==> config.mk <==
export PLATFORM = sky130hd
export DESIGN_NAME = cart_rom_loader
export DESIGN_NICKNAME = d
export VERILOG_FILES = /design/src/rtl/cart_rom_loader.sv
export SDC_FILE = /design/constraint.sdc
export NUM_CORES = 1
export LEC_CHECK = 0
export CAP_MARGIN = 20
export CORE_MARGIN = 2
export CORE_UTILIZATION = 48
export DETAILED_ROUTE_END_ITERATION = 16
export PLACE_DENSITY_LB_ADDON = 0.12
export SLEW_MARGIN = 15
export SYNTH_ARGS = -nofsm -noshare
export SYNTH_HDL_FRONTEND = slang
export SYNTH_SLANG_ARGS = --single-unit
export TNS_END_PERCENT = 100
==> constraint.sdc <==
create_clock -name clk_sys -period 3.1 [get_ports clk_sys]
set_input_delay 0.465 -clock clk_sys [delete_from_list [all_inputs] [get_ports clk_sys]]
set_output_delay 0.465 -clock clk_sys [all_outputs]
set_load 0.05 [all_outputs]
==> src/rtl/cart_rom_loader.sv <==
// cart_rom_loader
//   Captures a cartridge image streamed over the HPS ioctl download port
//   (selected by ioctl_index == INDEX). It packs the bytes into 16-bit
//   big-endian words (even byte in [15:8], odd byte in [7:0]) and writes
//   them into the cartridge ROM RAM. The CPU is held in reset while the
//   download is in progress. The loader also reports the image size and
//   an address mirror mask.
//
// Ports
//   clk_sys         system clock, all logic on the rising edge
//   reset           synchronous active-high reset
//   ioctl_download  download in progress
//   ioctl_index     download target index
//   ioctl_wr        one-cycle byte strobe
//   ioctl_addr      byte address of ioctl_data
//   ioctl_data      download byte
//   ioctl_wait      back-pressure to HPS while a ROM write is outstanding
//   rom_addr        ROM word address
//   rom_din         ROM word data
//   rom_we          ROM write request, held until rom_ack
//   rom_ack         one-cycle ROM write acknowledge
//   cart_size       bytes loaded, saturating at 2^ADDR_W
//   cart_mask       next power of two >= cart_size (min 256), minus 1
//   cart_valid      image present and complete
//   cpu_hold        CPU reset request
//   load_err        sticky: a byte arrived while ioctl_wait was high
module cart_rom_loader #(
    parameter int         ADDR_W = 15,
    parameter logic [7:0] INDEX  = 8'd1
) (
    input  logic              clk_sys,
    input  logic              reset,
    input  logic              ioctl_download,
    input  logic [7:0]        ioctl_index,
    input  logic              ioctl_wr,
    input  logic [24:0]       ioctl_addr,
    input  logic [7:0]        ioctl_data,
    output logic              ioctl_wait,
    output logic [ADDR_W-2:0] rom_addr,
    output logic [15:0]       rom_din,
    output logic              rom_we,
    input  logic              rom_ack,
    output logic [ADDR_W:0]   cart_size,
    output logic [ADDR_W-1:0] cart_mask,
    output logic              cart_valid,
    output logic              cpu_hold,
    output logic              load_err
);

    typedef enum logic [2:0] {
        S_IDLE,
        S_COLLECT,
        S_WRITE,
        S_FLUSH,
        S_DONE
    } state_t;

    state_t state, state_n;

    logic              dl_q;
    logic              pending, pending_n;
    logic [ADDR_W-2:0] pend_word, pend_word_n;
    logic [7:0]        pend_hi, pend_hi_n;
    logic              stash, stash_n;
    logic [ADDR_W-2:0] stash_word, stash_word_n;
    logic              stash_odd, stash_odd_n;
    logic [7:0]        stash_data, stash_data_n;
    logic              end_seen, end_seen_n;

    logic              wait_n;
    logic [ADDR_W-2:0] rom_addr_n;
    logic [15:0]       rom_din_n;
    logic              rom_we_n;
    logic [ADDR_W:0]   cart_size_n;
    logic [ADDR_W-1:0] cart_mask_n;
    logic              cart_valid_n;
    logic              cpu_hold_n;
    logic              load_err_n;

    logic              index_hit;
    logic              dl_rise;
    logic              dl_fall;
    logic              byte_strobe;
    logic              in_range;
    logic              byte_odd;
    logic [ADDR_W-2:0] byte_word;
    logic [ADDR_W:0]   size_cand;
    logic [ADDR_W-1:0] smear;
    logic [ADDR_W-1:0] mask_calc;

    assign index_hit   = (ioctl_index == INDEX);
    assign dl_rise     = ioctl_download & ~dl_q & index_hit;
    assign dl_fall     = ~ioctl_download & dl_q;
    assign byte_strobe = ioctl_wr & index_hit;
    assign in_range    = (ioctl_addr[24:ADDR_W] == '0);
    assign byte_odd    = ioctl_addr[0];
    assign byte_word   = ioctl_addr[ADDR_W-1:1];
    assign size_cand   = in_range ? ({1'b0, ioctl_addr[ADDR_W-1:0]} + (ADDR_W+1)'(1))
                                  : {1'b1, {ADDR_W{1'b0}}};

    // Mirror mask: smear the highest set bit of (size-1) downwards, with a
    // 256-byte floor. size 2^ADDR_W wraps the low bits to zero so size-1 is
    // all ones, which is the wanted full mask.
    always_comb begin
        smear = cart_size[ADDR_W-1:0] - ADDR_W'(1);
        for (int unsigned i = 1; i < ADDR_W; i++) begin
            smear[ADDR_W-1-i] = smear[ADDR_W-1-i] | smear[ADDR_W-i];
        end
        mask_calc = (cart_size == '0) ? '0 : (smear | ADDR_W'(8'hFF));
    end

    always_comb begin
        state_n      = state;
        pending_n    = pending;
        pend_word_n  = pend_word;
        pend_hi_n    = pend_hi;
        stash_n      = stash;
        stash_word_n = stash_word;
        stash_odd_n  = stash_odd;
        stash_data_n = stash_data;
        end_seen_n   = end_seen;
        wait_n       = ioctl_wait;
        rom_addr_n   = rom_addr;
        rom_din_n    = rom_din;
        rom_we_n     = rom_we;
        cart_size_n  = cart_size;
        cart_mask_n  = cart_mask;
        cart_valid_n = cart_valid;
        cpu_hold_n   = cpu_hold;
        load_err_n   = load_err;

        if (byte_strobe && ioctl_wait) begin
            load_err_n = 1'b1;
        end

        case (state)
            S_IDLE: begin
                cpu_hold_n = 1'b0;
                if (dl_rise) begin
                    state_n      = S_COLLECT;
                    cpu_hold_n   = 1'b1;
                    cart_valid_n = 1'b0;
                    cart_size_n  = '0;
                    pending_n    = 1'b0;
                    stash_n      = 1'b0;
                    end_seen_n   = 1'b0;
                    load_err_n   = 1'b0;
                end
            end

            S_COLLECT: begin
                if (byte_strobe) begin
                    if (size_cand > cart_size) begin
                        cart_size_n = size_cand;
                    end
                    if (in_range) begin
                        if (pending && (byte_word != pend_word)) begin
                            // Flush the orphaned even byte first; the new byte
                            // waits in the stash until that write is acked.
                            rom_addr_n   = pend_word;
                            rom_din_n    = {pend_hi, 8'hFF};
                            rom_we_n     = 1'b1;
                            wait_n       = 1'b1;
                            stash_n      = 1'b1;
                            stash_word_n = byte_word;
                            stash_odd_n  = byte_odd;
                            stash_data_n = ioctl_data;
                            state_n      = S_WRITE;
                        end else if (byte_odd) begin
                            rom_addr_n = byte_word;
                            rom_din_n  = {(pending ? pend_hi : 8'hFF), ioctl_data};
                            rom_we_n   = 1'b1;
                            wait_n     = 1'b1;
                            state_n    = S_WRITE;
                        end else begin
                            pending_n   = 1'b1;
                            pend_word_n = byte_word;
                            pend_hi_n   = ioctl_data;
                        end
                    end
                end
                // A final byte on the same cycle as the falling edge is
                // handled above first; its write then leads into FLUSH.
                if (dl_fall) begin
                    end_seen_n = 1'b1;
                    if (state_n == S_COLLECT) begin
                        state_n = S_FLUSH;
                    end
                end
            end

            S_WRITE: begin
                if (dl_fall) begin
                    end_seen_n = 1'b1;
                end
                if (rom_ack) begin
                    pending_n = 1'b0;
                    if (stash && stash_odd) begin
                        // Lone odd byte from the stash: issue it back-to-back.
                        stash_n    = 1'b0;
                        rom_addr_n = stash_word;
                        rom_din_n  = {8'hFF, stash_data};
                    end else begin
                        if (stash) begin
                            stash_n     = 1'b0;
                            pending_n   = 1'b1;
                            pend_word_n = stash_word;
                            pend_hi_n   = stash_data;
                        end
                        rom_we_n = 1'b0;
                        wait_n   = 1'b0;
                        state_n  = (end_seen || dl_fall) ? S_FLUSH : S_COLLECT;
                    end
                end
            end

            S_FLUSH: begin
                if (pending) begin
                    rom_addr_n = pend_word;
                    rom_din_n  = {pend_hi, 8'hFF};
                    rom_we_n   = 1'b1;
                    wait_n     = 1'b1;
                    state_n    = S_WRITE;
                end else begin
                    state_n = S_DONE;
                end
            end

            S_DONE: begin
                cart_mask_n  = mask_calc;
                cart_valid_n = (cart_size != '0);
                state_n      = S_IDLE;
            end

            default: state_n = S_IDLE;
        endcase
    end

    always_ff @(posedge clk_sys) begin
        if (reset) begin
            state <= S_IDLE;
        end else begin
            state <= state_n;
        end
    end

    always_ff @(posedge clk_sys) begin
        if (reset) begin
            // Treat the download line as already high so that a download
            // still in progress across reset is not picked up half-way.
            dl_q       <= 1'b1;
            pending    <= 1'b0;
            pend_word  <= '0;
            pend_hi    <= '0;
            stash      <= 1'b0;
            stash_word <= '0;
            stash_odd  <= 1'b0;
            stash_data <= '0;
            end_seen   <= 1'b0;
            ioctl_wait <= 1'b0;
            rom_addr   <= '0;
            rom_din    <= '0;
            rom_we     <= 1'b0;
            cart_size  <= '0;
            cart_mask  <= '0;
            cart_valid <= 1'b0;
            cpu_hold   <= 1'b0;
            load_err   <= 1'b0;
        end else begin
            dl_q       <= ioctl_download;
            pending    <= pending_n;
            pend_word  <= pend_word_n;
            pend_hi    <= pend_hi_n;
            stash      <= stash_n;
            stash_word <= stash_word_n;
            stash_odd  <= stash_odd_n;
            stash_data <= stash_data_n;
            end_seen   <= end_seen_n;
            ioctl_wait <= wait_n;
            rom_addr   <= rom_addr_n;
            rom_din    <= rom_din_n;
            rom_we     <= rom_we_n;
            cart_size  <= cart_size_n;
            cart_mask  <= cart_mask_n;
            cart_valid <= cart_valid_n;
            cpu_hold   <= cpu_hold_n;
            load_err   <= load_err_n;
        end
    end

endmodule
# After elaboration in Yosys (flattened, before gate mapping)
# Index checks and enable logic that the tools add are counted.
# classes
addsub	2
magnitude_cmp	1
n_eq_ne	21
muxes	81
bitwise_logic	12
n_reduce_logical	25
# ops
op	count
$mux 14	14
$mux 16	11
$mux 8	8
$pmux 16 s3	1
$pmux 14 s3	1
$mux 3	11
$pmux 16 s2	1
$pmux 14 s2	1
$mux 1	24
$ne 2x2->1 const B	12
$reduce_and 7->1	3
$add 15x1->16 const B	1
$gt 16x16->1	1
$logic_not 16->1	1
$pmux 8 s2	1
$reduce_bool 16->1	1
$mux 15	1
$sub 15x1->15 const B	1
$ne 14x14->1	1
$pmux 3 s4	1
$logic_not 10->1	1
$pmux 1 s3	3
$eq 8x1->1 const B	1
$reduce_and 4->1	2
other kinds (20)	39
# word_totals
ff_bits	117

# Longest topological paths before layout
# logic_depth
depth_word	10
ltp_mapped	15
mapped_depth_nobuf	12

# Least setup slack after synthesis
# No wires, ideal clock.
# synth_path
path_kind	in2reg
start	input ioctl_addr[2]
end	register cart_size[2]
setup_time_ps	121
arrival_ps	3268
required_ps	2979
setup_slack_ps	-289
path_stages	14
path_buffers	2
cell_sequence	buf_2 and3_1 clkbuf_1 nand4_1 nor3_1 xnor2_1 nor2_1 ha_1 a21oi_1 nor2b_1 o21ai_0 or4b_4 o221ai_4 mux2_2
# synth_via
elab_chain_len	5
# synth_rtl
item	line_no	source
start, declared	36	input logic [24:0] ioctl_addr,
$add 15x1->16 *	98	assign size_cand = in_range ? ({1'b0, ioctl_addr[ADDR_W-1:0]} + (ADDR_W+1)'(1))
$mux 16 *	98	
$gt 16x16->1 / $mux 16 (equally long branches)	153	if (size_cand > cart_size) begin
$ne 2x2->1 (no source line) / $mux 16 (equally long branches)	--	
$reduce_and 4->1 (no source line) / $pmux 16 s2 (equally long branches)	--	
end signal, assigned	283	cart_size <= cart_size_n;
end, declared	43	output logic [ADDR_W:0] cart_size,
# Mark *: on every way between the ends. The rest lies on a longest branch, timed or not. The select of a mux whose other input is x is not followed.
# A chain may end at the register's enable or synchronous reset.

# Worst setup path in the final report
# layout_path
start	input ioctl_addr[22]
end	register cart_size[3]
# layout_via
elab_chain_len	5
# layout_rtl
item	line_no	source
$logic_not 10->1 *	95	assign in_range = (ioctl_addr[24:ADDR_W] == '0);
$mux 16 *	98	
$gt 16x16->1 / $mux 16 (equally long branches)	153	
$ne 2x2->1 (no source line) / $mux 16 (equally long branches)	--	
$reduce_and 4->1 (no source line) / $pmux 16 s2 (equally long branches)	--	
# Marked as above.

==> reports/metrics.cfg <==
[hold_path]
min_to=stash_word[0]
hold_start=ioctl_addr[1]
hold_class=in -> reg
holdPathStages=3

[clock_network]
cts_tree=yes
hold_buffers=0
cts_made_buffers=9
cts_root_buf=clkbuf_16
cts.htree.levels=3
clock_latency_ns=0.37
clockBufferDepth=2
cts_sinks=110
path_clk_slew_ns=0.08

[worst_setup_path]
crit_family=simple AND/OR/NAND/NOR gates
worst_setup_path_end_kind=flop
cp_slowest_cell=or4b_4
cp_data_arrival_time_ns=3.28
crit_type=in -> reg
reg2reg_depth=9
r2r-start=cart_size[1]
regToRegSetupSlack_ns=0.46
cp_slowest_stage_delay_ns=0.54
cp.depth=12
cp.required_ns=3.35
critical_path_buf_inv_count=2
crit_fanout=7
cp-start-kind=input pin
regToRegEndpoint=cart_size[3]
worstPathCellList=clkdlybuf4s15_1 > nor4_4 > nand3_4 > nor2_4 > ha_4 > nor2b_1 > o211ai_1 > a2111oi_4 > or4b_4 > o221ai_4 > buf_6 > mux2_4

[logic_synthesis]
synthSimpleGateAreaFrac_pct=24.3
synth-async-reset-ratio_pct=0
yosysSeqAreaShare_pct=34.3
synthAdderAreaFrac_pct=3.32
synth-edff-count=0
syn_nets=825
synth_top_family_by_area=simple AND/OR/NAND/NOR gates
synthDistinctLibCells=62
synthCells=762
netlist_area_sq_um=6410
synth_warnings=0
synth_xor_area_share_pct=3.96
synth.area.mux_share_pct=11.0
synth_compound_area_share_pct=15.9
synthFlopType=dfxtp_1
synth_seq_cells=110
syn_area_per_cell_sq_um=8.41

[sta]
finalCriticalPeriod_ns=3.03
worst_pin_slew_ns=0.745
fmax_mhz=330
skew_ns=0.00953
fin_crit_sh_pct=97.9
setup_violations=0
maxSlewHeadroom_pct=49.9
hold_viol=0
maxSlewViolCount=0
hold_ws_ns=0.368

[die]
num_rows=42
start_util_pct=48.8
die_area_sq_um=14300
io_pins=112
dieHeight_um=120
fp.coreArea_sq_um=13100
dieWidth_um=120

[placement]
place_congestion=0.897
post-dp-hpwl_um=12000
numPortBuffers=111
postPlaceCellArea_sq_um=7790

[grt]
antenna_found_initial=0
grt.busiest_layer=met2
grt_use_met3_pct=3.23
grt_use_total_pct=24.4
grt_use_met2_pct=41.0
use_met1_pct=31.6
grt_pass1_vias=5637
grt_first_pass_wirelength_um=28100
grt_overflow=0
grt_max_degree=67

[flow_run]
maxCapViolations=0

[power]
vdd_drop_max_v=0.000288
p_per_area_nw_per_um2=346
total_power_w=0.00289
power.leakage_nw=3.24

[outcome]
outcome=complete, no violations

[detailed_routing]
num_vias=5817
postRouteAntennaNets=0
drt-initial-drc-count=482
wl_per_cell_um=16.1
first_pass_iters=5
drc_errors=0
drt-total-wl_um=17100
via_per_inst=5.48

[layout]
nets=943
final_area_sq_um=8340
multi_input_area_sq_um=3890
drive_gt1_share_pct=17.3
area_growth_pct=30.1
diodes=0
register_area_sq_um=2200
fillers=1123

## layout by cell type, fill, tap and decap left out, types with 10 or more instances in the layout
cell             count
mux2i_1             67
o21ai_0             15
nand4_1             13
clkdlybuf4s50_1     86
inv_1               21
nor2_1             102
dfxtp_1            110
o221ai_1            14
nand2_1             82
a211oi_1            10
a21oi_1             37
nand2b_1            51
a211oi_2            15
buf_6               12
ha_1                15
clkbuf_2            12
xor2_1              19
buf_4               48
## worst max-delay path by stage
stage / slack [ns] / startpoint / endpoint
3_5_place_dp: -0.93 / ioctl_addr[1] / cart_size[12]
6_report: 0.07 / ioctl_addr[22] / cart_size[3]
4_1_cts: 0.001 / ioctl_addr[17] / cart_size[3]
3_3_place_gp: -0.80 / ioctl_addr[1] / cart_size[8]
2_1_floorplan: -0.18 / ioctl_addr[4] / cart_size[8]
5_1_grt: -0.03 / ioctl_addr[14] / cart_size[3]
## power breakdown
| group | internal (W) | switching (W) | leakage, nW |
|---|---|---|---|
| sequential | 0.00141 | 0.000000347 | 0.886 |
| clock | 0.000647 | 0.000595 | 0.156 |
| combinational | 0.000116 | 0.000118 | 2.19 |
## area by class of cell
| type | instances | area share (%) |
|---|---|---|
| clock buffer | 9 | 2.70 |
| timing repair buffer | 172 | 19.5 |
| multi-input combinational | 566 | 46.7 |
| tap | 176 | 2.64 |
| inverter | 21 | 0.945 |
| sequential | 110 | 26.4 |
| clock inverter | 7 | 1.10 |
## metrics by stage
step           util, %  instances  worst slack, ns  setup TNS (ns)
3_5_place_dp      59.3       1032           -0.933          -14.14
3_3_place_gp      59.3       1032           -0.805          -12.26
2_1_floorplan        -        762           -0.178           -2.31
6_report          63.5       1061           0.0662               0
4_1_cts           62.9       1057          0.00126               0
5_1_grt           63.5       1061          -0.0314          -0.111
## logic make-up after synthesis
group                      after synthesis
AOI/OAI and AO/OA                      133
xor gates and xnor gates                29
adders and majority gates               17
buffers and inverters                   86
DFF                                    110
muxes                                   70
and+or+nand+nor                        317
## state kept, by name (all words and copies together) (netlist names), 3 cells and up
| name | cells |
|---|---|
| cart_mask | 8 |
| cart_size | 16 |
| pend_hi | 8 |
| pend_word | 14 |
| rom_addr | 14 |
| rom_din | 16 |
| stash_data | 8 |
| stash_word | 14 |
| state | 3 |
## worst reg2reg max path: stages (launching register included)
cell,delay [ns]
dfxtp_1,0.40
inv_1,0.10
ha_4,0.24
nor2b_1,0.13
o211ai_1,0.26
a2111oi_4,0.12
or4b_4,0.54
o221ai_4,0.27
buf_6,0.16
mux2_4,0.30
## layer usage
metal | vias to the layer above | wire (um)
met2 | 157 | 8430
met3 | 26 | 629
met5 | - | 0
met4 | 0 | 429
li1 | 2873 | -
met1 | 2761 | 7560
## timing repair
| action | 4_1_cts | 5_1_grt |
|---|---|---|
| gates resized for setup | 55 | 54 |
| gates cloned | 2 | 0 |
| setup buffers | 7 | 4 |
| endpoints found under the setup margin | 16 | 16 |
| pin swaps | 25 | 27 |
## synth_stat cells, drive strengths merged (2+ instances only)
cell | count | area share (%)
or3 | 3 | 0.29
nand3 | 8 | 0.70
xnor2 | 9 | 1.2
o221ai | 15 | 2.3
a31oi | 3 | 0.29
or2 | 5 | 0.49
and2 | 5 | 0.53
nor4 | 13 | 1.8
buf | 39 | 4.4
a211o | 2 | 0.27
nor2b | 8 | 0.78
inv | 21 | 1.2
ha | 17 | 3.3
nand2b | 51 | 5.0
a22oi | 2 | 0.23
nor3 | 9 | 0.70
nand2 | 83 | 4.9
o41ai | 3 | 0.41
mux2i | 67 | 10
clkbuf | 26 | 1.5
a211oi | 25 | 4.0
mux2 | 3 | 0.53
o21bai | 9 | 1.1
nor2 | 108 | 6.3
and3 | 4 | 0.39
o311ai | 2 | 0.27
a311oi | 2 | 0.55
dfxtp | 110 | 34
a21o | 2 | 0.23
xor2 | 20 | 2.7
o211ai | 4 | 0.55
a21oi | 40 | 3.2
o21ai | 16 | 1.2
nand4 | 13 | 1.3
Power figures use the tool's default switching activity.
